[src/rtl/gpu_pipe_pkg.sv]
// Shared constants, mode encodings and the stage payload type for the
// pipelined GPU lane compute core.
package gpu_pipe_pkg;

  localparam int DEPTH    = 16;
  localparam int ADDR_W   = $clog2(DEPTH);
  localparam int WEIGHT_W = 8;
  localparam int ACT_W    = 8;
  localparam int RESULT_W = 64;
  localparam int SCALE_W  = 4;
  localparam int OFFSET_W = 4;

  // Intermediate widths: (w - offset) needs one extra bit for the sign and
  // one for headroom; the dequantized weight and the product are fixed at
  // 13 and 22 bits, which hold the worst-case magnitudes without overflow.
  localparam int DIFF_W = WEIGHT_W + 2;
  localparam int DQ_W   = 13;
  localparam int PROD_W = 22;

  typedef enum logic [1:0] {
    MODE_DEQ  = 2'b00,
    MODE_MUL  = 2'b01,
    MODE_MAC  = 2'b10,
    MODE_RELU = 2'b11
  } mode_e;

  // Everything an op carries down the pipe. The data field changes meaning
  // per stage: unused in S1, dequantized weight in S2, product (or dequant
  // value for dequant-only ops) in S3, final value in S4.
  typedef struct packed {
    logic                valid;
    mode_e               mode;
    logic [SCALE_W-1:0]  scale;
    logic [OFFSET_W-1:0] offset;
    logic [ACT_W-1:0]    act;
    logic                zero;
    logic [RESULT_W-1:0] data;
  } stage_t;

  function automatic logic [RESULT_W-1:0] sext_dq(input logic [DQ_W-1:0] v);
    return {{(RESULT_W-DQ_W){v[DQ_W-1]}}, v};
  endfunction

  function automatic logic [RESULT_W-1:0] sext_prod(input logic [PROD_W-1:0] v);
    return {{(RESULT_W-PROD_W){v[PROD_W-1]}}, v};
  endfunction

endpackage

[src/rtl/gpu_pipe_weight_mem.sv]
// 16x8 weight register file: one synchronous write port and one registered
// read port. A read and a write to the same address on one edge return the
// old contents (read-before-write).
module gpu_pipe_weight_mem
  import gpu_pipe_pkg::*;
(
  input  logic                clk_i,
  input  logic                rst_i,
  input  logic                wr_en_i,
  input  logic [ADDR_W-1:0]   wr_idx_i,
  input  logic [WEIGHT_W-1:0] wr_val_i,
  input  logic [ADDR_W-1:0]   rd_idx_i,
  output logic [WEIGHT_W-1:0] rd_data_o
);

  logic [WEIGHT_W-1:0] mem_q [DEPTH];
  logic [WEIGHT_W-1:0] rd_q;

  // Storage write and registered read; reset clears all entries.
  always_ff @(posedge clk_i or posedge rst_i) begin
    if (rst_i) begin
      for (int i = 0; i < DEPTH; i++) begin
        mem_q[i] <= '0;
      end
      rd_q <= '0;
    end else begin
      if (wr_en_i) begin
        mem_q[wr_idx_i] <= wr_val_i;
      end
      rd_q <= mem_q[rd_idx_i];
    end
  end

  assign rd_data_o = rd_q;

endmodule

[src/rtl/gpu_top_pipelined.sv]
// Five-stage streaming compute core for one GPU lane: weight fetch,
// dequantize, multiply by activation, optional accumulate, output register.
// One op accepted and one result produced per cycle once the pipe is full.
//
// Build option GPU_PIPE_RELU_EN: when defined, mode 11 applies ReLU to the
// product; when undefined, mode 11 is identical to plain multiply.
module gpu_top_pipelined
  import gpu_pipe_pkg::*;
(
  input  logic                clk,
  input  logic                rst,
  input  logic [1:0]          mode,
  input  logic [SCALE_W-1:0]  dq_scale,
  input  logic [OFFSET_W-1:0] dq_offset,
  input  logic                mem_write_en,
  input  logic [WEIGHT_W-1:0] mem_write_val,
  input  logic [ADDR_W-1:0]   mem_write_idx,
  input  logic                valid_in,
  input  logic [ADDR_W-1:0]   weight_addr,
  input  logic [ACT_W-1:0]    activation_in,
  output logic [RESULT_W-1:0] result_out,
  output logic                valid_out,
  output logic                zero_skipped,
  output logic [4:0]          pipe_active
);

  stage_t s1_d, s1_q;
  stage_t s2_d, s2_q;
  stage_t s3_d, s3_q;
  stage_t s4_d, s4_q;

  logic [WEIGHT_W-1:0] w_rd;

  logic signed [DIFF_W-1:0] wmo_s2;
  logic signed [DQ_W-1:0]   dw_s2;
  logic signed [DQ_W-1:0]   dw_s3;
  logic signed [PROD_W-1:0] prod_s3;

  logic [RESULT_W-1:0] acc_d, acc_q;
  logic [RESULT_W-1:0] acc_sum;

  logic                result_q;
  logic [RESULT_W-1:0] result_data_q;
  logic                valid_out_q;
  logic                zero_q;

  // The weight read is registered, so w_rd lines up with the op in S1.
  gpu_pipe_weight_mem u_weight_mem (
    .clk_i     (clk),
    .rst_i     (rst),
    .wr_en_i   (mem_write_en),
    .wr_idx_i  (mem_write_idx),
    .wr_val_i  (mem_write_val),
    .rd_idx_i  (weight_addr),
    .rd_data_o (w_rd)
  );

  // S1 capture: the op's control fields travel with it from here on.
  always_comb begin
    s1_d        = '0;
    s1_d.valid  = valid_in;
    s1_d.mode   = mode_e'(mode);
    s1_d.scale  = dq_scale;
    s1_d.offset = dq_offset;
    s1_d.act    = activation_in;
  end

  // S2: zero detect on the raw code and dequantize (w - offset) * scale.
  always_comb begin
    wmo_s2 = $signed({2'b00, w_rd}) - $signed({{(DIFF_W-OFFSET_W){1'b0}}, s1_q.offset});
    dw_s2  = $signed({{(DQ_W-DIFF_W){wmo_s2[DIFF_W-1]}}, wmo_s2})
           * $signed({{(DQ_W-SCALE_W){1'b0}}, s1_q.scale});
    s2_d      = s1_q;
    s2_d.zero = (w_rd == '0);
    s2_d.data = sext_dq(dw_s2);
  end

  // S3: multiply by the unsigned activation; zero-weight ops produce 0.
  // Dequant-only ops keep the dequantized weight so S4 can pass it through.
  always_comb begin
    dw_s3   = s2_q.data[DQ_W-1:0];
    prod_s3 = $signed({{(PROD_W-DQ_W){dw_s3[DQ_W-1]}}, dw_s3})
            * $signed({{(PROD_W-ACT_W){1'b0}}, s2_q.act});
    s3_d = s2_q;
    if (s2_q.mode != MODE_DEQ) begin
      s3_d.data = s2_q.zero ? '0 : sext_prod(prod_s3);
    end
  end

  // S4: mode select and accumulator update. A zero-skipped MAC op adds
  // nothing, so it reports the current accumulator and leaves it unchanged.
  always_comb begin
    acc_sum = acc_q + s3_q.data;
    s4_d    = s3_q;
    acc_d   = acc_q;
    case (s3_q.mode)
      MODE_MAC: begin
        s4_d.data = acc_sum;
        if (s3_q.valid && !s3_q.zero) begin
          acc_d = acc_sum;
        end
      end
`ifdef GPU_PIPE_RELU_EN
      MODE_RELU: begin
        if (s3_q.data[RESULT_W-1]) begin
          s4_d.data = '0;
        end
      end
`endif
      default: ;
    endcase
  end

  // Pipeline stage registers; reset flushes every in-flight op.
  always_ff @(posedge clk or posedge rst) begin
    if (rst) begin
      s1_q <= '0;
      s2_q <= '0;
      s3_q <= '0;
      s4_q <= '0;
    end else begin
      s1_q <= s1_d;
      s2_q <= s2_d;
      s3_q <= s3_d;
      s4_q <= s4_d;
    end
  end

  // Accumulator only moves on valid, non-skipped MAC ops; wraps mod 2^64.
  always_ff @(posedge clk or posedge rst) begin
    if (rst) begin
      acc_q <= '0;
    end else if (s4_d.valid) begin
      acc_q <= acc_d;
    end
  end

  // S5 output register: result holds between valid cycles, zero flag does not.
  always_ff @(posedge clk or posedge rst) begin
    if (rst) begin
      valid_out_q   <= 1'b0;
      zero_q        <= 1'b0;
      result_data_q <= '0;
    end else begin
      valid_out_q <= s4_q.valid;
      zero_q      <= s4_q.valid & s4_q.zero;
      if (s4_q.valid) begin
        result_data_q <= s4_q.data;
      end
    end
  end

  assign result_q     = valid_out_q;
  assign result_out   = result_data_q;
  assign valid_out    = result_q;
  assign zero_skipped = zero_q;
  assign pipe_active  = {valid_out_q, s4_q.valid, s3_q.valid, s2_q.valid, s1_q.valid};

  // Control fields are consumed by S4; the output stage only needs data/zero.
  logic unused_s4_fields;
  assign unused_s4_fields = ^{s4_q.mode, s4_q.scale, s4_q.offset, s4_q.act};

endmodule

[config.mk]
export PLATFORM = sky130hd
export DESIGN_NAME = gpu_top_pipelined
export DESIGN_NICKNAME = d
export VERILOG_FILES = /design/src/rtl/gpu_pipe_pkg.sv /design/src/rtl/gpu_pipe_weight_mem.sv /design/src/rtl/gpu_top_pipelined.sv
export SDC_FILE = /design/constraint.sdc
export NUM_CORES = 1
export LEC_CHECK = 0
export ABC_CLOCK_PERIOD_IN_PS = 25000
export BUFFER_PORTS_ARGS = -buffer_cell sky130_fd_sc_hd__buf_2
export CORE_MARGIN = 3
export CORE_UTILIZATION = 50
export DETAILED_ROUTE_END_ITERATION = 12
export GPL_TIMING_DRIVEN = 0
export PLACE_DENSITY_LB_ADDON = 0.25
export SLEW_MARGIN = 40
export SYNTH_ARGS = -nofsm -noshare
export SYNTH_HDL_FRONTEND = slang
export SYNTH_SLANG_ARGS = --single-unit
[constraint.sdc]
create_clock -name clk -period 25 [get_ports clk]
set_input_delay 1.25 -clock clk [delete_from_list [all_inputs] [get_ports clk]]
set_output_delay 1.25 -clock clk [all_outputs]
set_load 0.02 [all_outputs]
==> impl_metrics.toml <==
[hold_path]
hold_depth = 0
min_from = "s1_q[65]"
hold_class = "reg2reg"
holdPathEnd = "s2_q[65]"

[placement]
gp_congestion = 0.888
numPortBuffers = 103
hpwl_microns = 40700
dpl_cell_area_sq_um = 25700

[cells_and_area]
syn_to_final_growth_pct = 12.7
drive_gt1_frac = 0.205
final_util = 0.571
nFillCells = 4056
layout_commonest_cell = "dfrtp_1"
stdcell_area_sq_um = 27300
final_nets = 2645
final_cell_mix = "401 x dfrtp_1, 212 x nand2_1, 197 x inv_1, 192 x mux2_2, 161 x o21ai_0"

[setup_path]
reg2reg_to = "s3_q[62]"
slowest_delay_ns = 0.56
start_kind = "register"
r2r-start = "s2_q[67]"
crit_family = "adder cells"
worstPathRequired_ns = 25.45
critPathCaptureType = "register"
path_cells = "clkbuf_1, nand2_1, fa_1, inv_1, fa_1, ha_1, inv_1, fa_1, inv_1, ha_1, a21o_1, a21oi_1, o21bai_1, a21oi_1, o211ai_1, a31oi_1, a211oi_1, a21oi_1, xnor2_1, o21ai_0"
r2r_slack_ns = 19.63
cp_max_fo = 10
setup.worst_path.class = "reg2reg"
crit_buf_inv = 4
rr_worst_depth = 20
worstPathArrival_ns = 5.81
crit_slowest_cell = "fa_1"

[die]
dieArea_sq_um = 51100
pin_count = 109
start_util = 0.506
dieHeight_microns = 226
num_rows = 80
core_region_area_sq_um = 47800
die_w_microns = 226

[global_routing]
grt_usage = 0.221
grt_max_degree = 82
antenna_found_initial = 1
grt_overflow = 0
grt_pass1_vias = 17600
grt_pass1_wl_microns = 90700

[clocking]
postCtsSetupBuffers = 0
numCtsBuffers = 44
cts_tree = "built"
cts_root_buf = "clkbuf_16"
cts_buffer_depth = 3
postCtsResizedCells = 0
cts.sinks = 402
postCtsHoldBufs = 0
clk_pin_slew_ns = 0.06
clk-insertion-delay-late_ns = 0.58
cts_max_level = 2

[timing]
drv_slew = 0
fmax_mhz = 186
setup_tns_ns = 0
worst_pin_slew_ns = 0.880
rsz0062_at_grt = "no"
fin_crit_sh = 0.215
setup_viol = 0
hold_viol_final = 0
min_period_ns = 5.37
relSlewSlack = 0.413
skew_ns = 0.0248

[drt]
drtIter0Drc = 1007
ant_nets = 0
vias = 16800
drc = 0
wl_microns = 55100
firstDrtPassIters = 5
avgViaCountPerCell = 5.57
wl_per_cell_microns = 18.2

[logic_synthesis]
synthArstFlopShare = 1.00
syn_nets = 2490
synth_seq_cells = 402
yosys-top-cells-area = "dfrtp_1 42%, mux2_2 8.9%, fa_1 8.6%"
synth_edf_count = 0
synth_area_sq_um = 24200
synth_top_area_frac = 0.415
yosys.cell_types.count = 88
synth_top_area_cell = "dfrtp_1"
yosysWarnings = 0
yosysSeqAreaShare = 0.415
avgSynthCellArea_sq_um = 10.9
synth_cells = 2214
yosys_most_used_dff = "dfrtp_1"

[outcome]
outcome = "complete, no violations"

[flow_run]
maxCapViolCount = 0
[sequential cells by signal, indices dropped and copies added (netlist names)]
| signal | count |
|---|---|
| u_weight_mem.mem_q | 128 |
| s4_q | 65 |
| acc_q | 64 |
| result_out | 64 |
| s3_q | 25 |
| s1_q | 18 |
| dw_s3 | 13 |
| s2_q | 11 |
| u_weight_mem.rd_data_o | 8 |
| pipe_active | 4 |
| valid_out | 1 |
| zero_skipped | 1 |
[layout make-up]
class	instances	area, sq um	share of cell area
Multi-Input combinational cell	1497	12900	0.473
Sequential cell	402	10100	0.369
Clock buffer	59	1240	0.0453
Tap cell	615	769	0.0282
Inverter	198	751	0.0275
Timing Repair Buffer	109	673	0.0247
Buffer	117	557	0.0204
Clock inverter	22	339	0.0124
Antenna cell	1	2.50	0.0000917
[per-layer routing]
layer  GRT usage  wire length, microns  vias up
li1            -                     -     7892
met1       0.281                 23400     8452
met2       0.385                 27500      378
met3      0.0365                  2660       90
met4      0.0748                  1530        0
met5           0                     0        -
[cell families after synthesis]
group                    after synthesis  share of synthesized area
AND/OR/NAND/NOR                      530                      0.109
AO/OA/AOI/OAI                        406                      0.108
flip-flops                           402                      0.415
buffers and inverters                315                     0.0533
adder cells (fa/ha/maj)              238                      0.155
multiplexers                         234                      0.127
XOR/XNOR                              89                     0.0322
[how the worst max path moves through the flow]
| stage | cells past startpoint | endpoint | slack (ns) | start |
|---|---|---|---|---|
| 6_report | 20 | s3_q[62] | 19.63 | s2_q[67] |
| 5_1_grt | 20 | s3_q[62] | 19.36 | s2_q[67] |
| 4_1_cts | 20 | s3_q[62] | 19.66 | s2_q[66] |
| 3_5_place_dp | 20 | s3_q[62] | 19.68 | s2_q[67] |
| 3_3_place_gp | 2 | s2_q[66] | 8.75 | rst |
| 2_1_floorplan | 1 | acc_q[0] | 12.57 | rst |
[per-stage QoR]
stage               setup slack, ns  cells  hold slack (ns)
CTS                           19.66   3019            0.348
global route                  19.36   3020            0.352
detailed placement            19.68   2938            0.336
global placement               8.75   2932            0.333
finish                        19.63   3020            0.345
floorplan                     12.57   2214            0.331
[synth_stat cells, drive strengths merged (11+ instances only)]
cell and n:
dfrtp 402, nand2 212, inv 198, mux2 192
o21ai 176, ha 134, fa 104, clkbuf 87
a21oi 80, and2 67, nor2 65, xnor2 54
a21o 42, mux4 40, nor2b 35, xor2 35
nand3 32, buf 27, nand2b 26, nand4 25
nor3 23, o21a 19, o21bai 19, a211oi 11
Power is not shown: default switching activity piles up to over one toggle a cycle in this logic, so the estimate is an artifact.
